<file path="src/rtl/program_loader_pkg.sv">
// rtl/program_loader_pkg.sv - shared types and defaults for the byte-stream program loader
package program_loader_pkg;

  localparam int DEF_ADDR_W     = 8;
  localparam int DEF_WORD_BYTES = 4;
  localparam int PROG_WORDS     = 1 << DEF_ADDR_W;

  typedef enum logic [2:0] {
    ST_IDLE,
    ST_LEN,
    ST_DATA,
    ST_CSUM,
    ST_DONE
  } state_e;

endpackage

</file>
<file path="src/rtl/program_loader_if.sv">
// rtl/program_loader_if.sv - byte stream in, program memory write port out
interface program_loader_if #(
  parameter int ADDR_W     = 8,
  parameter int WORD_BYTES = 4
) ();

  logic [7:0]              rx_data;
  logic                    rx_valid;
  logic                    rx_ready;
  logic                    write;
  logic [ADDR_W-1:0]       addr_wr;
  logic [8*WORD_BYTES-1:0] data_in;

  modport master (
    output rx_data, rx_valid,
    input  rx_ready, write, addr_wr, data_in
  );

  modport slave (
    input  rx_data, rx_valid,
    output rx_ready, write, addr_wr, data_in
  );

endinterface

</file>
<file path="src/rtl/loader_word_assembler.sv">
// rtl/loader_word_assembler.sv - MSB-first word shift register, byte counter and running XOR
module loader_word_assembler
  import program_loader_pkg::*;
#(
  parameter int WORD_BYTES = DEF_WORD_BYTES
) (
  input  logic                    clk,
  input  logic                    rst_n,
  input  logic                    clear,
  input  logic                    byte_en,
  input  logic [7:0]              byte_in,
  output logic [8*WORD_BYTES-1:0] word_next,
  output logic                    word_last,
  output logic [7:0]              csum
);

  localparam int W     = 8 * WORD_BYTES;
  localparam int CNT_W = (WORD_BYTES > 1) ? $clog2(WORD_BYTES) : 1;

  logic [W-1:0]     word_q, word_d;
  logic [CNT_W-1:0] cnt_q, cnt_d;
  logic [7:0]       csum_q, csum_d;

  // New byte enters the LSB; the cast drops the oldest byte off the top.
  assign word_next = W'({word_q, byte_in});
  assign word_last = (cnt_q == CNT_W'(WORD_BYTES - 1));
  assign csum      = csum_q;

  always_comb begin
    word_d = word_q;
    cnt_d  = cnt_q;
    csum_d = csum_q;
    if (clear) begin
      cnt_d  = '0;
      csum_d = '0;
    end else if (byte_en) begin
      word_d = word_next;
      csum_d = csum_q ^ byte_in;
      cnt_d  = word_last ? '0 : cnt_q + 1'b1;
    end
  end

  always_ff @(posedge clk or negedge rst_n) begin
    if (!rst_n) begin
      word_q <= '0;
      cnt_q  <= '0;
      csum_q <= '0;
    end else begin
      word_q <= word_d;
      cnt_q  <= cnt_d;
      csum_q <= csum_d;
    end
  end

endmodule

</file>
<file path="src/rtl/program_loader.sv">
// rtl/program_loader.sv - framed byte-stream bootloader driving the program memory write port
module program_loader
  import program_loader_pkg::*;
#(
  parameter int ADDR_W     = DEF_ADDR_W,
  parameter int WORD_BYTES = DEF_WORD_BYTES
) (
  input  logic              clk,
  input  logic              rst_n,
  input  logic              start,
  input  logic              abort,
  program_loader_if.slave   bus,
  output logic              busy,
  output logic              cpu_hold,
  output logic              done,
  output logic              error
);

  localparam int W = 8 * WORD_BYTES;
  localparam logic [ADDR_W:0] FULL_COUNT = {1'b1, {ADDR_W{1'b0}}};

  state_e            state_q, state_d;
  logic              done_q, done_d, error_q, error_d, write_q, write_d;
  logic [ADDR_W-1:0] addr_wr_q, addr_wr_d;
  logic [W-1:0]      data_in_q, data_in_d;
  logic [ADDR_W:0]   addr_cnt_q, addr_cnt_d, count_q, count_d, addr_next;
  logic              xfer, asm_clear, asm_byte_en, word_last;
  logic [W-1:0]      word_next;
  logic [7:0]        csum;

  assign busy         = (state_q == ST_LEN) || (state_q == ST_DATA) || (state_q == ST_CSUM);
  assign cpu_hold     = busy;
  assign done         = done_q;
  assign error        = error_q;
  assign bus.rx_ready = busy;
  assign bus.write    = write_q;
  assign bus.addr_wr  = addr_wr_q;
  assign bus.data_in  = data_in_q;
  // abort outranks a byte offered on the same edge
  assign xfer         = bus.rx_valid && busy && !abort;
  assign addr_next    = addr_cnt_q + 1'b1;

  loader_word_assembler #(.WORD_BYTES(WORD_BYTES)) u_asm (
    .clk       (clk),
    .rst_n     (rst_n),
    .clear     (asm_clear),
    .byte_en   (asm_byte_en),
    .byte_in   (bus.rx_data),
    .word_next (word_next),
    .word_last (word_last),
    .csum      (csum)
  );

  always_comb begin
    state_d     = state_q;
    done_d      = done_q;
    error_d     = error_q;
    write_d     = 1'b0;
    addr_wr_d   = addr_wr_q;
    data_in_d   = data_in_q;
    addr_cnt_d  = addr_cnt_q;
    count_d     = count_q;
    asm_clear   = 1'b0;
    asm_byte_en = 1'b0;
    if (abort && busy) begin
      state_d = ST_IDLE;
      done_d  = 1'b0;
      error_d = 1'b0;
    end else begin
      case (state_q)
        ST_IDLE, ST_DONE: begin
          if (start) begin
            state_d    = ST_LEN;
            done_d     = 1'b0;
            error_d    = 1'b0;
            addr_cnt_d = '0;
            asm_clear  = 1'b1;
          end
        end
        ST_LEN: begin
          if (xfer) begin
            count_d = (bus.rx_data == 8'd0) ? FULL_COUNT : (ADDR_W+1)'(bus.rx_data);
            state_d = ST_DATA;
          end
        end
        ST_DATA: begin
          if (xfer) begin
            asm_byte_en = 1'b1;
            if (word_last) begin
              write_d    = 1'b1;
              addr_wr_d  = addr_cnt_q[ADDR_W-1:0];
              data_in_d  = word_next;
              addr_cnt_d = addr_next;
              if (addr_next == count_q) state_d = ST_CSUM;
            end
          end
        end
        ST_CSUM: begin
          if (xfer) begin
            state_d = ST_DONE;
            done_d  = 1'b1;
            error_d = (bus.rx_data != csum);
          end
        end
        default: state_d = ST_IDLE;
      endcase
    end
  end

  always_ff @(posedge clk or negedge rst_n) begin
    if (!rst_n) begin
      state_q    <= ST_IDLE;
      done_q     <= 1'b0;
      error_q    <= 1'b0;
      write_q    <= 1'b0;
      addr_wr_q  <= '0;
      data_in_q  <= '0;
      addr_cnt_q <= '0;
      count_q    <= '0;
    end else begin
      state_q    <= state_d;
      done_q     <= done_d;
      error_q    <= error_d;
      write_q    <= write_d;
      addr_wr_q  <= addr_wr_d;
      data_in_q  <= data_in_d;
      addr_cnt_q <= addr_cnt_d;
      count_q    <= count_d;
    end
  end

endmodule

</file>
<file path="src/flat_wrapper.sv">
// flat-port wrapper written by rule: the top's interface ports become plain ports
module program_loader_flat import program_loader_pkg::*;
#(
  parameter int ADDR_W     = DEF_ADDR_W,
  parameter int WORD_BYTES = DEF_WORD_BYTES
)
  (clk, rst_n, start, abort, busy, cpu_hold, done, error, bus_rx_data, bus_rx_valid, bus_rx_ready, bus_write, bus_addr_wr, bus_data_in);
  program_loader_if #(.ADDR_W(ADDR_W), .WORD_BYTES(WORD_BYTES)) bus_i ();
  input  logic clk;
  input  logic rst_n;
  input  logic start;
  input  logic abort;
  output logic busy;
  output logic cpu_hold;
  output logic done;
  output logic error;
  input wire logic [$bits(bus_i.rx_data)-1:0] bus_rx_data;
  input wire logic [$bits(bus_i.rx_valid)-1:0] bus_rx_valid;
  output wire logic [$bits(bus_i.rx_ready)-1:0] bus_rx_ready;
  output wire logic [$bits(bus_i.write)-1:0] bus_write;
  output wire logic [$bits(bus_i.addr_wr)-1:0] bus_addr_wr;
  output wire logic [$bits(bus_i.data_in)-1:0] bus_data_in;
  assign bus_i.rx_data = bus_rx_data;
  assign bus_i.rx_valid = bus_rx_valid;
  assign bus_rx_ready = bus_i.rx_ready;
  assign bus_write = bus_i.write;
  assign bus_addr_wr = bus_i.addr_wr;
  assign bus_data_in = bus_i.data_in;
  program_loader #(.ADDR_W(ADDR_W), .WORD_BYTES(WORD_BYTES)) u_core (.clk(clk), .rst_n(rst_n), .start(start), .abort(abort), .bus(bus_i), .busy(busy), .cpu_hold(cpu_hold), .done(done), .error(error));
endmodule
</file>
<file path="config.mk">
export PLATFORM = sky130hd
export DESIGN_NAME = program_loader_flat
export DESIGN_NICKNAME = d
export VERILOG_FILES = /design/src/rtl/program_loader_pkg.sv /design/src/rtl/program_loader_if.sv /design/src/rtl/loader_word_assembler.sv /design/src/rtl/program_loader.sv /design/src/flat_wrapper.sv
export SDC_FILE = /design/constraint.sdc
export NUM_CORES = 1
export LEC_CHECK = 0
export ABC_AREA = 1
export CAP_MARGIN = 20
export CORE_MARGIN = 3
export CORE_UTILIZATION = 33
export DETAILED_ROUTE_END_ITERATION = 7
export GPL_ROUTABILITY_DRIVEN = 1
export PLACE_DENSITY = 0.49
export SYNTH_ARGS = -nofsm -noshare
export SYNTH_HDL_FRONTEND = slang
export SYNTH_SLANG_ARGS = --single-unit
</file>
<file path="constraint.sdc">
create_clock -name clk -period 4.1 [get_ports clk]
set_input_delay 1.23 -clock clk [delete_from_list [all_inputs] [get_ports clk]]
set_output_delay 1.23 -clock clk [all_outputs]
set_load 0.01 [all_outputs]
</file>
==> run metrics, run 1 <==
outcome=complete, no violations; Yosys top cell area share=57.80%; most common cell in the netlist=nand2_1; Placer Congestion=0.7827; Detailed Place HPWL=6617 um; standard-cell rows=40; worst min path class=flop to flop; htree depth=3; Crit-path slowest cell=clkdlybuf4s50_1; Finished Cell Area=5276 um2; Final min period=2959 ps; CP cell instances=nor2_2 > nor2_1 > clkdlybuf4s50_1; layout cells sized above 1=about 5.8%; Slew @ Worst Pin=roughly 650 ps; Net Sw Frac=29.88%; clock slew at reported path FFs=around 60 ps; Clk Latency, worst-skew pair=330 ps; Area growth syn-to-layout=24.36%; initial antenna violation count=0; wirelength, routed=~9400 um; Die X=119.4 um; RSZ-0062 raised after global routing=no; Crit path arrival time=1730 ps; Post-Route Skew=5.362 ps; sequential share of power=46.5%; synthesized area=4243 um2; Clock Sinks=98; CP endpoint=bus_rx_ready; first-pass GRT wire length=16110 um; synth unique cells=28; Cells after Synth=~490; Initial DRC Count=approximately 180; worst r2r src=u_core.state_q[0]$_DFFE_PN0P_; switching pwr=0.7739 mW; slew margin rel.=56.52%; Static Leakage=approximately 2.4 nW; Worst Setup End Kind=primary output; Bufs on Longest Clock Path=2; n_diodes=0; Vias=3195; Internal=1.816 mW; Final WS setup=1141 ps; Syn Area/Cell=8.641 um2; Logic pwr share=20.3%; ys async rst share=100.0%; Placed Area=between 4000 and 5000 um2; Final Hold Vio Count=0; clock network power share=33.2%; ys flop type=dfrtp_1; largest net degree at the start of global routing=68; Port Buf Inserts=58; Worst Setup Slack post-DPL=821.6 ps; CTS tree=yes; Die ar.=14250 um2; post-DR vias/cell=roughly 4.4; Yosys reg bits=98; Remaining DRCs=0; worst vdd ir=roughly 0.23 mV; Nets=561; Worst R2R Setup Slack=slightly below 2000 ps; Pre-Repair DR Iteration Count=4; number of global-route vias before repair=~3100; synth cell count leaders=151 x nand2_1, 98 x dfrtp_1, 60 x inv_1; synth top area cells=dfrtp_1 58%, nand2_1 13%, inv_1 5.3%; Worst EP required=2870 ps; # hold bufs at CTS=0; CP peak stage delay=510 ps; post-synthesis sequential area ratio=around 58%; worst r2r path cells=7; Net Count, Synth=between 500 and 600; pwr dens=490.9 nW/um2; Crit Path Max Fanout=6; final number of setup-violating endpoints=0; Crit Path Category=flop to primary output; die height=roughly 120 um; Slew Limit Fails=0; Critical path origin=u_core.state_q[0]$_DFFE_PN0P_; Yosys warnings=0; Core Area=12310 um2; # IOs=59; Initial Util=34.46%; wire per inst=13.05 um; Post-CTS Setup Repair Bufs=0; global route total overflow=0; period utilization=72.17%; Critical R2R Capture=u_core.addr_cnt_q[8]$_DFFE_PN0P_; post-cts resize count=0; root cell of the clock tree=clkbuf_16; Overall Power=2.590 mW; leading area contributor after synthesis=dfrtp_1; max_cap viols=0; Max Freq=338.0 MHz; setup TNS=0 ps; EDFF count, synth=0; post-route ant nets=0; Total GRT Usage=13.90%; CP Launch Type=flop; TritonCTS Buffers=9
## state kept, by name (all words and copies together), names as in the netlist
signal               flops
u_core.addr_cnt_q        9
u_core.bus.addr_wr       8
u_core.bus.data_in      32
u_core.bus.write         1
u_core.count_q           9
u_core.done              1
u_core.error             1
u_core.state_q           3
u_core.u_asm.cnt_q       2
u_core.u_asm.csum        8
u_core.u_asm.word_q     24
## logic make-up after synthesis
family,after synthesis,share of synthesized area [%]
xor+xnor,8,1.651
buf+inv,79,7.668
flops,98,57.80
simple gates,213,21.17
fa+ha+maj,2,0.5897
compound gates,91,11.12
## layout make-up
type / count / area [um2]
multi-input combinational: 314 / 1468
sequential: 98 / 2452
clock inverter: 4 / 48.80
timing repair buffer: 63 / 615.6
inverter: 60 / 225.2
fill: 1281 / 7036
clock buffer: 12 / 256.5
tap: 168 / 210.2
## critical path: cells and delay by family (launching register included)
family / cells / cell delay, ps
buffers and inverters: 1 / 510
DFF: 1 / 430
and+or+nand+nor: 2 / 460
## power groups by stage
stage          Combinational [mW]  Clock (mW)  Sequential, mW
4_1_cts                     0.535       0.890            1.21
3_3_place_gp                0.528           0            1.22
5_1_grt                     0.609       0.923            1.23
6_report                    0.526       0.860            1.20
2_1_floorplan               0.363           0            1.20
3_5_place_dp                0.533           0            1.22
## metrics by stage
stage | std cells | hold slack (ps) | util (%)
5_1_grt | 719 | 507.0 | 42.86
2_1_floorplan | 491 | 442.2 | -
6_report | 719 | 472.5 | 42.86
4_1_cts | 719 | 474.4 | 42.86
3_5_place_dp | 703 | 456.4 | 40.38
3_3_place_gp | 703 | 456.5 | 40.38
## routing by layer
metal,vias to the layer above,GRT usage (%),share of wire (%)
li1,1673,-,-
met1,1461,21.03,54
met2,51,19.99,42
met3,10,3.276,3.7
met4,0,3.436,0.97
met5,-,0,0
## how the worst min path moves through the flow
stage | to | slack, ps | cells past startpoint | start
floorplan | u_core.bus.data_in[24]$_DFFE_PN0P_ | 440 | 2 | u_core.u_asm.word_q[16]$_DFFE_PN0P_
global placement | u_core.bus.data_in[30]$_DFFE_PN0P_ | 460 | 2 | u_core.u_asm.word_q[22]$_DFFE_PN0P_
detailed placement | u_core.bus.data_in[25]$_DFFE_PN0P_ | 460 | 2 | u_core.u_asm.word_q[17]$_DFFE_PN0P_
CTS | u_core.bus.data_in[25]$_DFFE_PN0P_ | 470 | 2 | u_core.u_asm.word_q[17]$_DFFE_PN0P_
global route | u_core.bus.data_in[30]$_DFFE_PN0P_ | 510 | 2 | u_core.bus.data_in[30]$_DFFE_PN0P_
finish | u_core.bus.data_in[25]$_DFFE_PN0P_ | 470 | 2 | u_core.u_asm.word_q[17]$_DFFE_PN0P_
## cell usage in the layout, fill, tap and decap left out
cell	n
a32o_1	1
nand4_1	4
inv_6	1
clkbuf_8	2
clkinv_2	2
xor2_1	4
nor3_2	1
nand2_2	2
nand2_1	150
nand3_2	1
clkbuf_16	9
nand3_1	29
nand3b_1	2
dfrtp_1	98
o21ai_1	43
buf_4	6
inv_1	60
clkdlybuf4s50_1	57
bufinv_16	1
o21ai_0	41
nor4_1	2
nor3_4	1
xnor2_1	4
nor2_1	15
o31ai_1	1
clkbuf_1	1
ha_1	2
nor2_2	4
a21oi_1	2
nor3_1	2
o21ai_2	2
o22ai_1	1
Power figures use the tool's default switching activity.
==> run 2, diff against run 1 <==
==> constraint.sdc (replaced) <==
create_clock -name clk -period 2.95 [get_ports clk]
set_input_delay 0.885 -clock clk [delete_from_list [all_inputs] [get_ports clk]]
set_output_delay 0.885 -clock clk [all_outputs]
set_load 0.01 [all_outputs]
==> run 2 against run 1 <==
- combinational power rose by 38%
- utilization fell by 0.11 points
- critical endpoint unchanged
- global-route usage rose by 0.12 points
- sequential power rose by 39%
- power rose by 35%
- sequential share of layout area rose by 0.12 points
- cell count fell by 0.14%
- first-iteration DRC count rose by 20%
==> run metrics, run 2 (synthesis results as in run 1) <==
max_cap viols=0 (unchanged); largest net degree at the start of global routing=80 (+18%); Bufs and invs on worst path=1 (unchanged); CP Launch Type=flop; worst min path class=flop to flop; Initial Util=34.46% (unchanged); CP peak stage delay=510 ps (about the same); slew margin rel.=61.26% (+4.7 points); Slew @ Worst Pin=581.1 ps (-71.18 ps); RSZ-0062 raised after global routing=no; wirelength, routed=9440 um (+0.63%); Core Area=12310 um2 (unchanged); worst vdd ir=0.2600 mV (+11%); Pre-Repair DR Iteration Count=5 (+1); root cell of the clock tree=clkbuf_16; Slew Limit Fails=0 (unchanged); Final min period=2602 ps; Total GRT Usage=14.02% (+0.12 points); CP cell instances=nor2_2 > nor2_1 > clkdlybuf4s50_1; Remaining DRCs=0 (unchanged); Worst Setup End Kind=primary output; Bufs on Longest Clock Path=2 (unchanged); Clk Latency, worst-skew pair=350 ps (+20 ps); Placer Congestion=0.8113 (+3.7%); Crit path arrival time=1720 ps (about the same); Clock Sinks=98 (unchanged); # IOs=59 (unchanged); post-cts resize count=0 (unchanged); first-pass GRT wire length=15970 um (-0.86%); pwr dens=663.4 nW/um2 (+35%); outcome=complete, no violations; fillcell total=1267 (-1.1%); Post-Route Skew=7.365 ps (+2.003 ps); Port Buf Inserts=58 (unchanged); CP delay by family, top=buffers and inverters; Crit Path Max Fanout=6 (unchanged); Area growth syn-to-layout=24.03%; Nets=561 (unchanged); Vias=3276 (+2.5%); TritonCTS Buffers=9 (unchanged); clock slew at reported path FFs=60 ps (about the same); Max Freq=384.3 MHz; final number of setup-violating endpoints=0 (unchanged); post-DR vias/cell=4.563 (+2.7%); standard-cell rows=40 (unchanged); global route total overflow=0 (unchanged); Crit Path Category=flop to primary output; Initial DRC Count=211 (+20%); Crit-path slowest cell=clkdlybuf4s50_1; max reg flops=32 (unchanged); commonest cells after routing, fill and taps aside=150 x nand2_1, 98 x dfrtp_1, 60 x inv_1; Die ar.=14250 um2 (unchanged); final core occ=42.74% (-0.11 points); Static Leakage=2.431 nW (-0.25%); Detailed Place HPWL=6530 um (-1.3%); htree depth=3 (unchanged); Die X=119.4 um (unchanged); period utilization=88.22%; number of global-route vias before repair=3090 (-1.6%); commonest non-fill, non-tap cell in the layout=nand2_1; Worst EP required=2070 ps (-800 ps); die height=119.4 um (unchanged); initial antenna violation count=0 (unchanged); setup TNS=0 ps (unchanged); post-route ant nets=0 (unchanged); n_diodes=0 (unchanged); Final Hold Vio Count=0 (unchanged); layout cells sized above 1=5.818% (+0.011 points); # hold bufs at CTS=0 (unchanged); Post-CTS Setup Repair Bufs=0 (unchanged); wire per inst=13.15 um (+0.77%); CTS tree=yes
==> run 2: changes by cell type in the layout (fill, tap and decap cells not counted) <==
cell / change
clkbuf_8: -2
buf_12: +2
clkinv_4: +1
inv_6: +1
clkinv_2: +1
clkbuf_1: -1
buf_4: -2
bufinv_16: -1
==> run 2: worst paths after layout <==
kind | cells past startpoint | slack, ps | end | start
setup reg to reg | 12 | 970 | u_core.state_q[2]$_DFFE_PN0P_ | u_core.addr_cnt_q[0]$_DFFE_PN0P_
min in group asynchronous | 1 | 530 | u_core.u_asm.csum[5]$_DFFE_PN0P_ | rst_n
hold / removal | 2 | 480 | u_core.bus.data_in[29]$_DFFE_PN0P_ | u_core.bus.data_in[29]$_DFFE_PN0P_
setup / recovery | 3 | 350 | bus_rx_ready | u_core.state_q[0]$_DFFE_PN0P_
hold reg to reg | 2 | 480 | u_core.bus.data_in[29]$_DFFE_PN0P_ | u_core.bus.data_in[29]$_DFFE_PN0P_
max in group asynchronous | 2 | 1730 | u_core.u_asm.word_q[5]$_DFFE_PN0P_ | rst_n
==> run 2: worst register-to-register path: cells and delay by family, from the launching register on <==
kind	cells	cell delay, ps
fa+ha+maj	1	270
flops	1	480
simple gates	11	1120
==> run 2: power breakdown <==
part	total [mW]	internal, mW	switching (mW)	leakage (nW)
Combinational	0.728	0.277	0.451	0.952
Sequential	1.67	1.54	0.130	1.34
Clock	1.09	0.570	0.519	0.136
Total	3.49	2.39	1.10	2.43
==> run 2: final cells by class <==
type | count | area (um2) | area share, %
clock buffer | 9 | 225.2 | 4.280
clock inverter | 6 | 41.29 | 0.7846
inverter | 60 | 225.2 | 4.280
multi-input combinational | 314 | 1468 | 27.89
sequential | 98 | 2452 | 46.60
tap | 168 | 210.2 | 3.994
timing repair buffer | 63 | 640.6 | 12.17
==> run 2: through the flow <==
| step | area, um2 | std cells | hold WS [ps] | power [mW] | setup slack, ps |
|---|---|---|---|---|---|
| 6_report | 5263 | 718 | 475.9 | 3.491 | 347.5 |
| 5_1_grt | 5263 | 718 | 496.7 | 3.729 | 239.7 |
| 4_1_cts | 5263 | 718 | 483.1 | 3.545 | 328.4 |
| 3_5_place_dp | 4996 | 703 | 464.8 | 2.440 | 334.0 |
| 3_3_place_gp | 4996 | 703 | 464.6 | 2.428 | 427.8 |
| 2_1_floorplan | 4243 | 491 | 442.2 | 2.173 | 998.6 |
==> run 2: routing by layer <==
metal | GRT usage, % | part of all wire, % | vias up | routed length [um]
met4 | 6.084 | 2.0 | 0 | 186
met2 | 19.64 | 42 | 72 | 3918
li1 | - | - | 1679 | -
met5 | 0 | 0 | - | 0
met1 | 20.63 | 52 | 1512 | 4917
met3 | 3.181 | 4.4 | 13 | 418
==> run 3, diff against run 2 <==
--- a/config.mk
+++ b/config.mk
@@ -11,7 +11,7 @@
 export CORE_UTILIZATION = 33
 export DETAILED_ROUTE_END_ITERATION = 7
 export GPL_ROUTABILITY_DRIVEN = 1
-export PLACE_DENSITY = 0.49
+export PLACE_DENSITY = 0.51
 export SYNTH_ARGS = -nofsm -noshare
 export SYNTH_HDL_FRONTEND = slang
 export SYNTH_SLANG_ARGS = --single-unit
==> constraint.sdc (replaced) <==
create_clock -name clk -period 2.3 [get_ports clk]
set_input_delay 0.69 -clock clk [delete_from_list [all_inputs] [get_ports clk]]
set_output_delay 0.69 -clock clk [all_outputs]
set_load 0.01 [all_outputs]
==> run 3 against run 2 <==
- critical path depth decreased by 1
- sequential share of layout area shrank 0.89 points
- clock-buffer cell count is 2 higher
- utilization grew 0.85 points
- largest power group unchanged
- global-route usage increased by 0.46 points
==> run metrics, run 3 (synthesis results as in run 1) <==
Area growth syn-to-layout=26.51%; fillcell total=1247 (-1.6%); max reg flops=32 (unchanged); worst min path class=primary input to asynchronous set/reset pin; number of global-route vias before repair=3181 (+2.9%); pwr dens=855.2 nW/um2 (+29%); Detailed Place HPWL=6706 um (+2.7%); M1 GR Usage=21.34% (+0.71 points); first-pass GRT wire length=16350 um (+2.4%); commonest non-fill, non-tap cell in the layout=nand2_1; Worst Setup End Kind=primary output; Remaining DRCs=0 (unchanged); Inst Count DP=708 (+0.71%); Clock Sinks=98 (unchanged); htree depth=3 (unchanged); max_cap viols=0 (unchanged); CP Launch Type=flop; # IOs=59 (unchanged); Post-Route Skew=11.58 ps (+4.214 ps); Crit path arrival time=1530 ps (-190 ps); Total GRT Usage=14.48% (+0.46 points); Bufs and invs on worst path=1 (unchanged); Die X=119.4 um (unchanged); Slew Limit Fails=0 (unchanged); n_diodes=0 (unchanged); CP cell instances=nor2_4 > clkdlybuf4s50_1; TritonCTS Buffers=9 (unchanged); Port Buf Inserts=58 (unchanged); Final min period=2218 ps; setup TNS=0 ps (unchanged); Final Hold Vio Count=0 (unchanged); Max Freq=450.9 MHz; worst vdd ir=0.3901 mV (+50%); outcome=complete, no violations; Static Leakage=2.471 nW (+1.7%); final number of setup-violating endpoints=0 (unchanged); commonest cells after routing, fill and taps aside=150 x nand2_1, 97 x dfrtp_1, 60 x inv_1; Placer Congestion=0.8405 (+3.6%); post-DR vias/cell=4.528 (-0.75%); Crit Path Max Fanout=6 (unchanged); Pre-Repair DR Iteration Count=5 (unchanged); Crit Path Category=flop to primary output; Clk Latency, worst-skew pair=350 ps (about the same); fin cells=725 (+0.97%); slew margin rel.=67.41% (+6.2 points); Finished Cell Area=5368 um2 (+2.0%); standard-cell rows=40 (unchanged); CP peak stage delay=550 ps (+40 ps); Vias=3283 (+0.21%); global route total overflow=0 (unchanged); gr busiest metal=met1; Initial DRC Count=212 (+0.47%); wirelength, routed=9643 um (+2.2%); wire per inst=13.30 um (+1.2%); Placed Area=5071 um2 (+1.5%); final core occ=43.60% (+0.85 points); die height=119.4 um (unchanged); Nets=567 (+1.1%); Crit-path slowest cell=clkdlybuf4s50_1; post-route ant nets=0 (unchanged); Final WS setup=82.37 ps (-265.2 ps); Bufs on Longest Clock Path=2 (unchanged); Initial Util=34.46% (unchanged); clock slew at reported path FFs=70 ps (about the same); Worst EP required=1610 ps (-460 ps); largest net degree at the start of global routing=68 (-15%); CTS tree=yes; Worst Setup Slack post-DPL=10.74 ps (-323.3 ps); Die ar.=14250 um2 (unchanged); RSZ-0062 raised after global routing=no; period utilization=96.42%; routing usage on met3=2.849% (-0.33 points); met2 Resource Use GR=20.38% (+0.74 points); initial antenna violation count=0 (unchanged); root cell of the clock tree=clkbuf_16; Slew @ Worst Pin=488.8 ps (-92.25 ps); CP delay by family, top=buffers and inverters; Core Area=12310 um2 (unchanged); layout cells sized above 1=7.181% (+1.4 points)
==> run 3: cell count changes in the layout (fill, tap and decap cells not counted), sizes merged <==
cell	before	now
clkinvlp	0	2
buf	6	12
inv	62	61
clkinv	4	2
clkbuf	9	11
==> run 3: where the power goes <==
group	internal (mW)	switching, mW	total, mW
clock	0.768	0.676	1.44
sequential	1.98	0.173	2.15
combinational	0.395	0.598	0.992
total	3.14	1.45	4.59
==> run 3: worst reg2reg max path: cells and delay by family, from the launching register on <==
kind | cells | cell delay (ps)
simple gates | 10 | 900
fa+ha+maj | 1 | 260
flops | 1 | 470
compound gates | 1 | 250
==> run 3: layout make-up <==
cell class              instances  area (um2)  share of cell area (%)
flip-flops and latches         98        2454                   45.71
multi-input cells             314        1475                   27.48
repair buffers                 69       723.2                   13.47
clock buffers                  11       242.7                   4.522
inverters                      60       225.2                   4.196
well taps                     168       210.2                   3.916
clock inverters                 5       37.54                  0.6993
==> run 3: repair_timing <==
item,in CTS,in global routing
hold buffers,0,0
gates resized for setup,3,0
setup endpoints to repair,3,2
hold endpoints to repair,0,0
setup buffers,0,1
==> run 3: worst paths after layout <==
kind	start	to	cells past startpoint	slack [ps]
max	u_core.state_q[2]$_DFFE_PN0P_	bus_rx_ready	2	80
min	rst_n	u_core.done$_DFFE_PN0P_	1	300
max reg2reg	u_core.addr_cnt_q[0]$_DFFE_PN0P_	u_core.state_q[2]$_DFFE_PN0P_	12	320
min reg2reg	u_core.u_asm.word_q[19]$_DFFE_PN0P_	u_core.bus.data_in[27]$_DFFE_PN0P_	2	460
max in group asynchronous	rst_n	u_core.addr_cnt_q[2]$_DFFE_PN0P_	2	1440
min in group clk	u_core.u_asm.word_q[19]$_DFFE_PN0P_	u_core.bus.data_in[27]$_DFFE_PN0P_	2	460
==> run 3: layer usage <==
layer	up-vias	part of all wire, %	routed length, um
met2	69	43	4179
met4	0	2.1	204
met3	11	3.9	377
met5	-	0	0
li1	1687	-	-
met1	1516	51	4882
==> run 3: metrics by stage <==
stage	power, mW	hold WS, ps
floorplan	2.787	394.4
global placement	3.144	456.2
detailed placement	3.167	455.9
CTS	4.635	316.9
global route	4.881	334.3
finish	4.590	301.6
